**src/rtl/apb_master_nch_pkg.sv**
```systemverilog
// apb_pkg: FSM state and response codes shared by the APB bridge master.
package apb_pkg;
  typedef enum logic [1:0] {IDLE, SETUP, ACCESS, DONE} apb_state_e;
  typedef enum logic [1:0] {OKAY, SLVERR, DECERR, TIMEOUT} apb_resp_e;
endpackage

```
**src/rtl/apb_master_nch_if.sv**
```systemverilog
// apb_master_nch_if: multi-slave APB3 bus, one PSEL/PREADY/PSLVERR bit and PRDATA slice per slave.
interface apb_master_nch_if #(
  parameter int NUM_SLAVES = 5,
  parameter int ADDR_W = 32,
  parameter int DATA_W = 32
);
  logic [ADDR_W-1:0] PADDR;
  logic [DATA_W-1:0] PWDATA;
  logic PWRITE;
  logic PENABLE;
  logic [NUM_SLAVES-1:0] PSEL;
  logic [NUM_SLAVES*DATA_W-1:0] PRDATA;
  logic [NUM_SLAVES-1:0] PREADY;
  logic [NUM_SLAVES-1:0] PSLVERR;
  modport master(output PADDR, PWDATA, PWRITE, PENABLE, PSEL, input PRDATA, PREADY, PSLVERR);
  modport slave(input PADDR, PWDATA, PWRITE, PENABLE, PSEL, output PRDATA, PREADY, PSLVERR);
endinterface

```
**src/rtl/apb_master_nch_addr_decode.sv**
```systemverilog
// apb_addr_decode: maps an address onto one of NUM_SLAVES equal, contiguous slots.
module apb_addr_decode #(
  parameter int NUM_SLAVES = 5,
  parameter int ADDR_W = 32,
  parameter logic [ADDR_W-1:0] BASE_ADDR = 32'h1000_0000,
  parameter int SLOT_BITS = 12,
  parameter int IDX_W = (NUM_SLAVES > 1) ? $clog2(NUM_SLAVES) : 1
) (
  input logic [ADDR_W-1:0] addr,
  output logic hit,
  output logic [IDX_W-1:0] idx,
  output logic [NUM_SLAVES-1:0] onehot
);
  logic [ADDR_W-1:0] off, slot;
  assign off = addr - BASE_ADDR;
  assign slot = off >> SLOT_BITS;
  assign hit = addr >= BASE_ADDR && slot < ADDR_W'(NUM_SLAVES);
  assign idx = slot[IDX_W-1:0];
  assign onehot = hit ? NUM_SLAVES'(1) << idx : '0;
endmodule

```
**src/rtl/apb_master_nch.sv**
```systemverilog
// apb_master_nch: APB3 bridge master with decode-error, slave-error and ACCESS timeout responses.
module apb_master_nch #(
  parameter int NUM_SLAVES = 5,
  parameter int ADDR_W = 32,
  parameter int DATA_W = 32,
  parameter logic [ADDR_W-1:0] BASE_ADDR = 32'h1000_0000,
  parameter int SLOT_BITS = 12,
  parameter int TIMEOUT = 16
) (
  input logic PCLK,
  input logic PRESET,
  apb_master_nch_if.master bus,
  input logic transfer,
  input logic [ADDR_W-1:0] addr,
  input logic [DATA_W-1:0] wdata,
  input logic write,
  output logic busy,
  output logic ready,
  output logic [DATA_W-1:0] rdata,
  output logic [1:0] resp
);
  import apb_pkg::*;
  localparam int IDX_W = (NUM_SLAVES > 1) ? $clog2(NUM_SLAVES) : 1;
  localparam int CW = (TIMEOUT > 0) ? $clog2(TIMEOUT + 1) : 1;
  localparam logic [CW-1:0] LAST = CW'(TIMEOUT - 1);
  apb_state_e state, state_n;
  apb_resp_e resp_q;
  logic [ADDR_W-1:0] addr_q;
  logic [DATA_W-1:0] wdata_q, rdata_q, prdata;
  logic [IDX_W-1:0] idx, idx_q;
  logic [NUM_SLAVES-1:0] onehot, sel_q;
  logic [CW-1:0] cnt;
  logic write_q, hit, accept, active, rdy, err, tmo;
  apb_addr_decode #(
    .NUM_SLAVES(NUM_SLAVES), .ADDR_W(ADDR_W), .BASE_ADDR(BASE_ADDR), .SLOT_BITS(SLOT_BITS), .IDX_W(IDX_W)
  ) u_dec (.addr(addr), .hit(hit), .idx(idx), .onehot(onehot));
  always_comb begin
    accept = state == IDLE && transfer;
    active = state == SETUP || state == ACCESS;
    rdy = bus.PREADY[idx_q];
    err = bus.PSLVERR[idx_q];
    prdata = bus.PRDATA[idx_q*DATA_W +: DATA_W];
    // cnt holds the ACCESS cycles already spent, so this is the TIMEOUT-th one
    tmo = TIMEOUT != 0 && cnt == LAST;
    state_n = state;
    case (state)
      IDLE: state_n = accept ? (hit ? SETUP : DONE) : IDLE;
      SETUP: state_n = ACCESS;
      ACCESS: state_n = (rdy || tmo) ? DONE : ACCESS;
      default: state_n = IDLE;
    endcase
  end
  always_ff @(posedge PCLK or posedge PRESET) begin
    if (PRESET) begin
      state <= IDLE;
      addr_q <= '0;
      wdata_q <= '0;
      write_q <= 1'b0;
      idx_q <= '0;
      sel_q <= '0;
      cnt <= '0;
      rdata_q <= '0;
      resp_q <= OKAY;
    end else begin
      state <= state_n;
      cnt <= state == ACCESS ? cnt + 1'b1 : '0;
      if (accept) begin
        addr_q <= addr;
        wdata_q <= wdata;
        write_q <= write;
        idx_q <= idx;
        sel_q <= onehot;
        if (!hit) resp_q <= DECERR;
      end
      if (state == ACCESS && rdy) begin
        if (!write_q) rdata_q <= prdata;
        resp_q <= err ? SLVERR : OKAY;
      end else if (state == ACCESS && tmo) begin
        rdata_q <= '0;
        resp_q <= apb_pkg::TIMEOUT;
      end
    end
  end
  assign bus.PADDR = addr_q;
  assign bus.PWDATA = wdata_q;
  assign bus.PWRITE = write_q && active;
  assign bus.PENABLE = state == ACCESS;
  assign bus.PSEL = active ? sel_q : '0;
  assign busy = active;
  assign ready = state == DONE;
  assign rdata = rdata_q;
  assign resp = resp_q;
endmodule

```
**src/flat_wrapper.sv**
```systemverilog
// flat-port wrapper written by rule: the top's interface ports become plain ports
module apb_master_nch_flat import apb_pkg::*;
#(
  parameter int NUM_SLAVES = 5,
  parameter int ADDR_W = 32,
  parameter int DATA_W = 32,
  parameter logic [ADDR_W-1:0] BASE_ADDR = 32'h1000_0000,
  parameter int SLOT_BITS = 12,
  parameter int TIMEOUT = 16
)
  (PCLK, PRESET, transfer, addr, wdata, write, busy, ready, rdata, resp, bus_PADDR, bus_PWDATA, bus_PWRITE, bus_PENABLE, bus_PSEL, bus_PRDATA, bus_PREADY, bus_PSLVERR);
  apb_master_nch_if #(.NUM_SLAVES(NUM_SLAVES), .ADDR_W(ADDR_W), .DATA_W(DATA_W)) bus_i ();
  input logic PCLK;
  input logic PRESET;
  input logic transfer;
  input logic [ADDR_W-1:0] addr;
  input logic [DATA_W-1:0] wdata;
  input logic write;
  output logic busy;
  output logic ready;
  output logic [DATA_W-1:0] rdata;
  output logic [1:0] resp;
  output wire logic [$bits(bus_i.PADDR)-1:0] bus_PADDR;
  output wire logic [$bits(bus_i.PWDATA)-1:0] bus_PWDATA;
  output wire logic [$bits(bus_i.PWRITE)-1:0] bus_PWRITE;
  output wire logic [$bits(bus_i.PENABLE)-1:0] bus_PENABLE;
  output wire logic [$bits(bus_i.PSEL)-1:0] bus_PSEL;
  input wire logic [$bits(bus_i.PRDATA)-1:0] bus_PRDATA;
  input wire logic [$bits(bus_i.PREADY)-1:0] bus_PREADY;
  input wire logic [$bits(bus_i.PSLVERR)-1:0] bus_PSLVERR;
  assign bus_PADDR = bus_i.PADDR;
  assign bus_PWDATA = bus_i.PWDATA;
  assign bus_PWRITE = bus_i.PWRITE;
  assign bus_PENABLE = bus_i.PENABLE;
  assign bus_PSEL = bus_i.PSEL;
  assign bus_i.PRDATA = bus_PRDATA;
  assign bus_i.PREADY = bus_PREADY;
  assign bus_i.PSLVERR = bus_PSLVERR;
  apb_master_nch #(.NUM_SLAVES(NUM_SLAVES), .ADDR_W(ADDR_W), .DATA_W(DATA_W), .BASE_ADDR(BASE_ADDR), .SLOT_BITS(SLOT_BITS), .TIMEOUT(TIMEOUT)) u_core (.PCLK(PCLK), .PRESET(PRESET), .bus(bus_i), .transfer(transfer), .addr(addr), .wdata(wdata), .write(write), .busy(busy), .ready(ready), .rdata(rdata), .resp(resp));
endmodule
```
**config.mk**
```make
export PLATFORM = sky130hd
export DESIGN_NAME = apb_master_nch_flat
export DESIGN_NICKNAME = d
export VERILOG_FILES = /design/src/rtl/apb_master_nch_pkg.sv /design/src/rtl/apb_master_nch_if.sv /design/src/rtl/apb_master_nch_addr_decode.sv /design/src/rtl/apb_master_nch.sv /design/src/flat_wrapper.sv
export SDC_FILE = /design/constraint.sdc
export NUM_CORES = 1
export LEC_CHECK = 0
export BUFFER_PORTS_ARGS = -buffer_cell sky130_fd_sc_hd__buf_2
export CAP_MARGIN = 20
export CELL_PAD_IN_SITES_DETAIL_PLACEMENT = 0
export CELL_PAD_IN_SITES_GLOBAL_PLACEMENT = 1
export CORE_AREA = 2 2 136 138
export CTS_CLUSTER_SIZE = 28
export DETAILED_ROUTE_END_ITERATION = 6
export DIE_AREA = 0 0 138 140
export PLACE_DENSITY = 0.87
export SKIP_CTS_REPAIR_TIMING = 1
export SLEW_MARGIN = 5
export SYNTH_ARGS = -nofsm -noshare
export SYNTH_HDL_FRONTEND = slang
export SYNTH_SLANG_ARGS = --single-unit
```
**constraint.sdc**
```tcl
create_clock -name PCLK -period 9.45 [get_ports PCLK]
set_input_delay 0.945 -clock PCLK [delete_from_list [all_inputs] [get_ports PCLK]]
set_output_delay 0.945 -clock PCLK [all_outputs]
set_load 0.01 [all_outputs]
```
* Yosys cells after proc, flatten, opt, wreduce, memory -nomap -nowiden
Cells that the tools add are included.
Operators by class: add/subtract/negate cells 2, shift operators 2, equality and inequality tests 6, muxes and demuxes 19, $lt $le $gt $ge 3, reductions and logical operators 12
Operators with widths (number):
- variable part select 160 x 9 -> 32 bit | 1
- two-way mux 32 bit | 3
- greater-or-equal comparator 32 x 29 -> 1 bit, second input constant | 1
- subtractor 32 x 29 -> 32 bit, second input constant | 1
- less-than comparator 20 x 3 -> 1 bit, second input constant | 1
- two-way mux 5 bit | 3
- two-way mux 2 bit | 6
- binary-select mux 1 bit (select 3 bit) | 2
- case mux 2 bit (3 select lines) | 1
- adder 5 x 1 -> 5 bit, second input constant | 1
- equality test 5 x 4 -> 1 bit, second input constant | 1
- logical AND 1 bit | 5
- << shifter 1 x 3 -> 5 bit, first input constant | 1
- equality test 2 bit, second input constant | 2
- less-than comparator 3 x 4 -> 1 bit, second input constant | 1
- two-way mux 1 bit | 4
- AND reduction 2 bit | 2
- inequality test 3 bit, second input constant | 1
- nonzero test 3 bit | 1
- equality test 2 x 1 -> 1 bit, second input constant | 1
- logical NOT 2 bit | 1
- logical OR 1 bit | 2
- inequality test 2 bit, second input constant | 1
- nonzero test 2 bit | 1
Storage, ports and cells: input port bits 238, logic and storage cells 53, register bits 114, output and inout port bits 107

* Logic depth before layout (Yosys ltp)
depth after elaboration 7, mapped depth 8

* By module
A second synthesis with hierarchy kept.
Second synthesis, totals: cells, all modules 428, area, all modules 5899.4 µm²
By module, submodules not included:
- apb_master_nch | cells an instance 408, area an instance 5779.3 µm², times used 1
- apb_addr_decode | cells an instance 20, area an instance 120.1 µm², times used 1

* Worst setup path before layout
Ideal clock, no wire load.
path type input -> register, from in bus_PREADY[3], to reg u_core.rdata_q[31] (netlist: u_core.rdata[31]), cell stages on the path 5, path slack 7160 ps, arrival time 2164 ps, path through mux2_2 o22ai_1 or2_4 mux2_4 mux2_4
On the way: cells in the longest elaborated chain, start to end 5, elaborated cells on any way between the ends 7, classes of those cells eq/ne (1); mux (3); reduce/logical (3)
Ends and longest elaborated chain:
- from (decl) | line flat_wrapper.sv:29 | input wire logic [$bits(bus_i.PREADY)-1:0] bus_PREADY;
- binary-select mux 1 bit (select 3 bit) * | line apb_master_nch.sv:40 | rdy = bus.PREADY[idx_q];
- two-way mux 1 bit (not written as such) * | line apb_master_nch.sv:40
- logical AND 1 bit * | line apb_master_nch.sv:75 | if (state == ACCESS && rdy) begin
- inequality test 2 bit (no source line) or nonzero test 2 bit (tied branches)
- AND reduction 2 bit (no source line)
- to (signal assigned) | line apb_master_nch.sv:76 | if (!write_q) rdata_q <= prdata;
- to (decl) | line apb_master_nch.sv:29 | logic [DATA_W-1:0] wdata_q, rdata_q, prdata;
Every way passes the cells marked *; elsewhere a longest branch is shown, timed or not. The select of a mux whose other input is x is not followed. A chain may end at the register's enable or synchronous reset.

* Worst setup path after layout
from reg u_core.idx_q[0], to reg u_core.rdata_q[31] (netlist: u_core.rdata[31])
On the way: cells in the longest elaborated chain, start to end 5, elaborated cells on any way between the ends 9, classes of those cells eq/ne (1); shift (1); mux (4); reduce/logical (3)
Ends and longest elaborated chain:
- from (decl) | line apb_master_nch.sv:30 | logic [IDX_W-1:0] idx, idx_q;
- from (signal assigned) | line apb_master_nch.sv:71 | idx_q <= idx;
- parallel branches: the longest is 5 deep, another holds variable part select 160 x 9 -> 32 bit
Several ways; the timed one is not identified. The select of a mux whose other input is x is not followed.

==> run summary <==
Synth Area per Inst: 14.34 sq um
Combinational Power Share: 0.472
# setup viols final: 0
Max Clock Skew: 0.005559 ns
Final hold vios: 0
Clk pin slew, worst setup/hold paths: 0.08 ns
Worst Max-Slew Pin Slew: 0.9398 ns
Worst-path fanout max: 32
Mapped Nets: 623
Worst slew margin: 0.3700
IO Port Bufs: 344
Worst path slowest cell: dfrtp_2
Dpl hpwl: 13,850 um
Area leader, netlist: dfrtp_1
Top cells by area, synth: dfrtp_1 51%, mux2_2 14%, mux4_2 13%
Final ANT Viol Nets: 0
Power density over the cells: 311.4 mW/mm^2
TritonCTS Buffers: 9
Layout cell share with drive strength beyond 1: 0.6643
Vias in the first global route: 5,036
Hold Crit Class: flop to flop
Crit path top cell by count: mux2_4
I/O pins: 345
CTS root buffer: clkbuf_16
Synth Area in Simple Gates: 0.04501
Power share of the clock group: 0.175
WP data required: 9.68 ns
Worst hold path startpoint: u_core.cnt[0]
Largest family of logic cells by synthesized area: multiplexers
Synthesized instance count: 380
Syn Std Cell Area: 0.005449 sq mm
Worst Setup Path Type: flop to flop
Post-DP Area: 0.007363 sq mm
Crit path launch type: flop
Layout net count: 956
H-tree depth: 3
Synth Area in XOR/XNOR: 0.003215
Initial antenna violation count: 1
Sequential share of the synthesized area: 0.5098
Die area: 0.01932 sq mm
Critical Path AT: 3.00 ns
Compound-gate portion of the synthesized area: 0.1118
DR vias/cell: 4.884
Slew Viols, Final: 0
Netlist cell types: 41
Reg2reg start: u_core.idx_q[0]
Crit path max-delay family: multiplexers
Reg2Reg Depth: 6
Hold Path Sink: u_core.cnt[0]
Clock Sinks: 111
Post-synthesis mux area share: 0.2875
Row count: 49
Yosys warns: 0
Drt pass-1 iters: 4
Status: completed
Sequential share of power: 0.352
Post-route cell area: 0.007750 sq mm
DR WL/cell: 18.79 um
Most frequent cells in the layout: 344 x buf_2, 109 x dfrtp_1, 67 x mux2_2
Die X: 138 um
Largest net degree at the start of global routing: 78
Pint: 1.515 mW
Routed WL: 17,810 um
Initial Utilization: 0.3065
Switching Share: 0.3723
Overflow left after global routing: 0
Fin crit period: 2.769 ns
Final worst-path cycle share: 0.2931
Placer Congestion: 0.7803
Vias: 4,630
Fmax: 361.1 MHz
MaxCap Viol Count: 0
Seq cells post-synth: 111
First-pass GRT wire length: 27,340 um
Reg-to-reg endpoint: u_core.rdata[31]
Clk buf depth: 2
Global-route usage over all layers: 0.1795
Worst-path cell chain: buf_4 -> nor3b_2 -> o21ai_1 -> or2_4 -> mux2_4 -> mux2_4
Hold path depth: 1
Switching Power: 0.8986 mW
Setup TNS: 0 ns
Share of the synthesized area in the top cell type: 0.5098
Worst reg-to-reg setup slack: 6.68 ns
Synth Area in Adders: 0.01148
CTS tree: yes
Area delta synth->final: 42.23%
Peak supply drop: 138.7 uV
RSZ-0062 raised after global routing: no
Crit path buf inv count: 1
P_leak: 3.824 nW
Core area: 0.01778 sq mm
Crit path capture type: flop
Slowest cell delay on critical path: 0.71 ns
Post-route DRC: 0
Detailed Route Iter0 Violations: 193
Die height: 140 um
Most common cell after layout, fill and taps aside: buf_2
Worst-skew pair later-pin latency: 0.34 ns
## synth_stat cells (all sizes together)
cell,instances
dfrtp,111
mux2,70
mux4,33
a22oi,30
o2bb2ai,30
clkbuf,17
buf,12
nand2,10
and2,9
inv,7
a22o,5
ha,5
nor2,4
nor4,4
nor3,3
nor3b,3
o21ai,3
a21oi,2
mux2i,2
nand2b,2
nand3,2
nor2b,2
o22ai,2
or2,2
a21boi,1
a31oi,1
a32o,1
and3,1
nand4,1
o211ai,1
o311ai,1
or3,1
xnor2,1
xor2,1
## worst register-to-register path, delay by kind of cell (launching register included)
kind | cells | cell delay (ns)
DFF | 1 | 0.71
muxes | 2 | 0.83
and+or+nand+nor | 2 | 0.34
buffers and inverters | 1 | 0.49
AOI/OAI and AO/OA | 1 | 0.30
## through the flow
stage          std cells  hold WS [ns]  setup slack, ns    util  power, mW
6_report             948        0.4677            6.681  0.4359      2.413
3_5_place_dp         929        0.4556            6.512  0.4141      2.005
3_3_place_gp         929        0.4474            6.529  0.4141      1.973
2_1_floorplan        380        0.4315            5.574       -      1.568
5_1_grt              947        0.4993            6.476  0.4357      2.573
4_1_cts              945        0.4677            6.510  0.4327      2.440
## final cells by class
type                       count  area [sq um]
inverter                       7         28.78
sequential                   111          2780
clock inverter                 7         103.9
timing repair buffer         351          1814
tap                          229         286.5
antenna                        1         2.502
multi-input combinational    233          2509
fill                        1705         10030
clock buffer                   9         225.2
## sequential cells by signal, summed over array words and instances, names as in the netlist
signal	count
u_core.bus.PADDR	30
u_core.bus.PWDATA	32
u_core.cnt	5
u_core.idx_q	2
u_core.rdata	32
u_core.resp	2
u_core.sel_q	5
u_core.state	2
u_core.write_q	1
## layer usage
layer | wire (um) | vias to the layer above | track usage
met3 | 1418 | 18 | 0.05846
met2 | 8867 | 218 | 0.3080
met4 | 273 | 0 | 0.04672
li1 | - | 2139 | -
met1 | 7253 | 2255 | 0.2190
met5 | 0 | - | 0
## logic make-up after synthesis
group	count (synthesis)
DFF	111
muxes	105
AOI/OAI and AO/OA	77
and+or+nand+nor	44
buffers and inverters	36
adders and majority gates	5
xor gates and xnor gates	2
## worst max path at each step
stage | depth (start not counted) | to | startpoint | slack [ns]
global route | 6 | u_core.rdata[31] | u_core.idx_q[0] | 6.48
CTS | 5 | u_core.rdata[13] | u_core.idx_q[0] | 6.51
floorplan | 1 | u_core.bus.PADDR[0] | PRESET | 5.57
detailed placement | 5 | u_core.rdata[11] | u_core.idx_q[0] | 6.51
finish | 6 | u_core.rdata[31] | u_core.idx_q[0] | 6.68
global placement | 5 | u_core.resp[1] | addr[30] | 6.53
## power groups by stage
stage          combinational [mW]  sequential, mW  clock (mW)
6_report                     1.14           0.850       0.423
3_3_place_gp                 1.12           0.850           0
2_1_floorplan               0.674           0.893           0
4_1_cts                      1.15           0.853       0.438
3_5_place_dp                 1.15           0.858           0
5_1_grt                      1.23           0.882       0.459
Note: power is estimated with default switching activity, not from simulation.
